File: src/rtl/mem_arb_pkg.sv
// rtl/mem_arb_pkg.sv - shared types and constants for the memory port arbiter
package mem_arb_pkg;

  typedef enum logic [1:0] {IDLE, ACCESS, RESP} state_t;
  typedef enum logic {OWN_IF, OWN_DATA} owner_t;

  localparam int CNT_W = 4;

endpackage

File: src/rtl/access_timer.sv
// rtl/access_timer.sv - loadable saturating down-counter with zero flag
module access_timer
  import mem_arb_pkg::*;
#(
  parameter logic [CNT_W-1:0] RST_VAL = '0
) (
  input  logic             clk,
  input  logic             rst,
  input  logic             load,
  input  logic [CNT_W-1:0] load_val,
  input  logic             dec,
  output logic             zero
);

  logic [CNT_W-1:0] count;

  // load wins over dec; dec stops at zero so the streak budget saturates
  always_ff @(posedge clk or posedge rst) begin
    if (rst)
      count <= RST_VAL;
    else if (load)
      count <= load_val;
    else if (dec && count != '0)
      count <= count - 1'b1;
  end

  assign zero = (count == '0);

endmodule

File: src/rtl/mem_port_arbiter.sv
// rtl/mem_port_arbiter.sv - shares one fixed-latency memory between fetch and data ports
module mem_port_arbiter
  import mem_arb_pkg::*;
#(
  parameter int ADDR_W       = 32,
  parameter int DATA_W       = 32,
  parameter int WAIT_CYCLES  = 4,
  parameter int STARVE_LIMIT = 4
) (
  input  logic              clk,
  input  logic              rst,
  input  logic              if_req,
  input  logic [ADDR_W-1:0] if_addr,
  input  logic              if_flush,
  output logic              if_ack,
  output logic [DATA_W-1:0] if_rdata,
  output logic              if_stall,
  input  logic              d_rd_req,
  input  logic              d_wr_req,
  input  logic [ADDR_W-1:0] d_addr,
  input  logic [DATA_W-1:0] d_wdata,
  output logic              d_ack,
  output logic [DATA_W-1:0] d_rdata,
  output logic              freeze,
  output logic              mem_cs,
  output logic              mem_we,
  output logic [ADDR_W-1:0] mem_addr,
  output logic [DATA_W-1:0] mem_wdata,
  input  logic [DATA_W-1:0] mem_rdata
);

  state_t state;
  owner_t owner;
  logic   cancel;
  logic   cnt_zero, budget_zero;
  logic   data_req, grant_if, grant_data;

  assign data_req   = d_rd_req | d_wr_req;
  // fetch wins only once data has used up its streak budget
  assign grant_if   = (state == IDLE) & if_req & ~if_flush & (~data_req | budget_zero);
  assign grant_data = (state == IDLE) & data_req & ~grant_if;

  access_timer #(.RST_VAL('0)) u_cnt (
    .clk      (clk),
    .rst      (rst),
    .load     (grant_if | grant_data),
    .load_val (CNT_W'(WAIT_CYCLES - 1)),
    .dec      (state == ACCESS),
    .zero     (cnt_zero)
  );

  // streak is tracked as remaining budget: zero means STARVE_LIMIT data grants in a row
  access_timer #(.RST_VAL(CNT_W'(STARVE_LIMIT))) u_streak (
    .clk      (clk),
    .rst      (rst),
    .load     (~if_req | grant_if),
    .load_val (CNT_W'(STARVE_LIMIT)),
    .dec      (grant_data),
    .zero     (budget_zero)
  );

  assign if_stall = if_req & ~if_ack & ~rst;
  assign freeze   = data_req & ~d_ack & ~rst;

  always_ff @(posedge clk or posedge rst) begin
    if (rst) begin
      state     <= IDLE;
      owner     <= OWN_IF;
      cancel    <= 1'b0;
      mem_cs    <= 1'b0;
      mem_we    <= 1'b0;
      mem_addr  <= '0;
      mem_wdata <= '0;
      if_ack    <= 1'b0;
      d_ack     <= 1'b0;
      if_rdata  <= '0;
      d_rdata   <= '0;
    end else begin
      if_ack <= 1'b0;
      d_ack  <= 1'b0;
      case (state)
        IDLE: begin
          cancel <= 1'b0;
          if (grant_data) begin
            owner     <= OWN_DATA;
            mem_cs    <= 1'b1;
            mem_we    <= d_wr_req;
            mem_addr  <= d_addr;
            mem_wdata <= d_wdata;
            state     <= ACCESS;
          end else if (grant_if) begin
            owner     <= OWN_IF;
            mem_cs    <= 1'b1;
            mem_we    <= 1'b0;
            mem_addr  <= if_addr;
            mem_wdata <= '0;
            state     <= ACCESS;
          end
        end
        ACCESS: begin
          if (owner == OWN_IF && if_flush)
            cancel <= 1'b1;
          if (cnt_zero) begin
            mem_cs <= 1'b0;
            mem_we <= 1'b0;
            state  <= RESP;
            // a flush in the last access cycle must also suppress the ack
            if (owner == OWN_IF) begin
              if_rdata <= mem_rdata;
              if_ack   <= ~(cancel | if_flush);
            end else begin
              d_rdata <= mem_rdata;
              d_ack   <= 1'b1;
            end
          end
        end
        RESP: begin
          if (owner == OWN_IF && if_flush)
            cancel <= 1'b1;
          state <= IDLE;
        end
        default: state <= IDLE;
      endcase
    end
  end

endmodule

File: config.mk
export PLATFORM = sky130hd
export DESIGN_NAME = mem_port_arbiter
export DESIGN_NICKNAME = d
export VERILOG_FILES = /design/src/rtl/mem_arb_pkg.sv /design/src/rtl/access_timer.sv /design/src/rtl/mem_port_arbiter.sv
export SDC_FILE = /design/constraint.sdc
export NUM_CORES = 1
export LEC_CHECK = 0
export CAP_MARGIN = 15
export CORE_MARGIN = 2
export CORE_UTILIZATION = 30
export CTS_CLUSTER_DIAMETER = 30
export DETAILED_ROUTE_END_ITERATION = 8
export PLACE_DENSITY_LB_ADDON = 0.25
export SYNTH_ARGS = -nofsm -noshare
export SYNTH_HDL_FRONTEND = slang
export SYNTH_SLANG_ARGS = --single-unit
File: constraint.sdc
create_clock -name clk -period 4.3 [get_ports clk]
set_input_delay 0.43 -clock clk [delete_from_list [all_inputs] [get_ports clk]]
set_output_delay 0.43 -clock clk [all_outputs]
set_load 0.02 [all_outputs]
==> flow_summary_export.csv <==
group,metric,value,unit
synth,synth_flop_cell,"dfrtp_1",
floorplan,pin_count,268,
clocking,h-tree-depth,4,
detailed_routing,num_vias,4717,
worst_setup_path,worst_setup_path_start_kind,"flop",
final_layout,fin_nets,882,
detailed_routing,wl_per_cell,16.3,µm
timing,setup-tns-final,0,ns
worst_setup_path,crit_slowest_cell,"a21oi_4",
final_layout,final_cell_mix,"267 x clkdlybuf4s50_1, 143 x dfrtp_1, 108 x inv_1, 59 x mux2_2, 33 x a22o_1",
final_layout,drive_above_1_share,0.146,
detailed_routing,drcViolationCount,0,
floorplan,coreArea,19500,µm²
synth,ys_types,45,
detailed_routing,via_per_inst,4.63,
clocking,postCtsHoldBufs,0,
synth,synth.cell_area,5960,µm²
synth,ys_top_cells_by_area,"dfrtp_1 60%, mux2_2 11%, inv_1 6.9%",
final_layout,design_area,9600,µm²
worst_setup_path,cp.required,4.64,ns
placed_design,portBuffers,267,
timing,slew_viol_final,0,
floorplan,die_h,145,µm
floorplan,dieWidth,145,µm
floorplan,rows,51,
final_layout,area_growth,61.0,%
worst_setup_path,cp_num_buf_inv,2,
synth,synthArstFlopShare,1.00,
clocking,cts_buffer_depth,2,
global_route,grt_first_pass_wirelength,27300,µm
worst_setup_path,cp.depth,6,
global_route,grt_pass1_vias,5129,
clocking,cts_tree,"done",
power,power.total,6.97,mW
timing,slew_headroom,0.242,
final_layout,diodes,0,
detailed_routing,wl,16600,µm
synth,yosysSeqAreaShare,0.605,
synth,synth_edf_count,0,
worst_setup_path,crit_path_start,"state[1]",
worst_setup_path,arrival,3.05,ns
synth,synth_seq_cells,144,
placed_design,gp_congestion,0.811,
detailed_routing,dr.pass1.iters,5,
min_path,hold_depth,1,
timing,post-route-period-util,0.630,
clocking,clock_latency,0.41,ns
placed_design,placed_area,8920,µm²
timing,hold_viol,0,
worst_setup_path,cp_cell_sequence,"inv_1 > ha_1 > o21ai_1 > a21oi_4 > buf_4 > a22o_1",
worst_setup_path,cpPeakStageDelay,0.93,ns
timing,layout_min_cycle_time,2.71,ns
min_path,hp-start,"cancel",
worst_setup_path,end_kind,"flop",
clocking,post_cts_buffers,0,
min_path,holdCritPathClass,"reg2reg",
clocking,cts.sinks,144,
clocking,clkSlewWorstSetupHoldPaths,0.06,ns
synth,synth.largest_area_cell,"dfrtp_1",
placed_design,dpl.hpwl,11600,µm
run,maxCapViolations,0,
power,p_per_area,727,nW/µm²
final_layout,final_common_cell,"clkdlybuf4s50_1",
worst_setup_path,critical_path_class,"reg2reg",
global_route,antenna_found_initial,0,
detailed_routing,detail-route-antenna-nets,0,
detailed_routing,drt_iter0_drc,208,
power,leakagePower,4.42,nW
timing,setup_viol,0,
global_route,grt_use_total,0.160,
worst_setup_path,critPathMaxFanout,42,
synth,syn_area_per_cell,12.7,µm²
synth,yosysTopAreaCellShare,0.600,
floorplan,initial_utilization,0.306,
timing,rsz0062_at_grt,"false",
synth,netlist_instances,471,
status,outcome,"completed",
global_route,overflow,0,
timing,fmax,369,MHz
floorplan,die_area,21000,µm²
clocking,cts_made_buffers,17,
timing,tightest_slew,1.13,ns
worst_setup_path,critical_path.top_delay_family,"compound AO/OA/AOI/OAI gates",
synth,synth_warnings,0,
synth,synth_fp_nets,611,
worst_setup_path,r2r_cells,6,
clocking,cts_root_buffer,"clkbuf_16",
power,vdd_drop_max,0.376,mV
timing,clock_skew,0.0108,ns
global_route,grt_max_degree,116,
worst_setup_path,worstReg2RegStart,"state[1]",
clocking,cts_resized,0,
## per-layer routing
layer | track usage | routed length (µm) | vias up
met3 | 0.0679 | 1610 | 22
met2 | 0.256 | 7730 | 210
met4 | 0.0579 | 331 | 0
met5 | 0 | 0 | -
met1 | 0.194 | 6880 | 2298
li1 | - | - | 2187
## kinds of logic after synthesis
kind of cell	share of synthesized area
multiplexers	0.123
buffers and inverters	0.0930
flip-flops	0.605
AO/OA/AOI/OAI	0.134
adder cells (fa/ha/maj)	0.0126
AND/OR/NAND/NOR	0.0330
## cells in the mapped netlist, types with 2 or more instances
| cell type | count |
|---|---|
| a211oi_1 | 4 |
| a21oi_1 | 7 |
| a222oi_1 | 31 |
| a22o_1 | 33 |
| and3_1 | 2 |
| buf_1 | 3 |
| buf_2 | 11 |
| buf_4 | 2 |
| buf_6 | 4 |
| clkbuf_1 | 5 |
| dfrtp_1 | 143 |
| ha_1 | 6 |
| inv_1 | 109 |
| mux2_1 | 6 |
| mux2_2 | 59 |
| nand2_1 | 3 |
| nor2b_1 | 2 |
| nor3_1 | 2 |
| o21ai_0 | 9 |
| o21ai_1 | 2 |
| or3_1 | 3 |
| or3b_1 | 2 |
## through the flow
stage	instances	worst slack (ns)	util	hold slack (ns)
floorplan	471	0.00538	-	0.400
global placement	987	1.62	0.459	0.418
detailed placement	987	1.49	0.459	0.429
CTS	1017	1.58	0.492	0.429
global route	1018	1.38	0.493	0.458
finish	1018	1.59	0.493	0.428
## flip-flops by register name (all words and copies together), names as in the netlist
signal,cells
state,2
mem_wdata,32
if_ack,1
d_rdata,32
d_ack,1
u_cnt.count,4
mem_cs,1
mem_we,1
mem_addr,32
cancel,1
u_streak.count,4
owner,1
if_rdata,32
## cell type report
class                           count  area [µm²]
Clock buffer                       18         439
Tap cell                          265         332
Timing Repair Buffer              277        2770
Fill cell                        1783        9870
Multi-Input combinational cell    193        1830
Inverter                          109         414
Sequential cell                   144        3600
Clock inverter                     12         206
## power by group
group | internal [mW] | switching [mW] | leakage (nW)
Combinational | 1.56 | 1.54 | 2.35
Clock | 1.05 | 0.582 | 0.313
Sequential | 1.93 | 0.321 | 1.75
Total | 4.53 | 2.44 | 4.42
## final timing paths
| path | slack, ns | endpoint |
|---|---|---|
| max | 1.59 | mem_wdata[24] |
| max reg2reg | 1.59 | mem_wdata[24] |
| min | 0.43 | if_ack |
| min reg2reg | 0.43 | if_ack |
| min in group asynchronous | 0.46 | mem_we |
| max in group asynchronous | 2.86 | d_rdata[27] |
(Power assumes the default switching activity.)
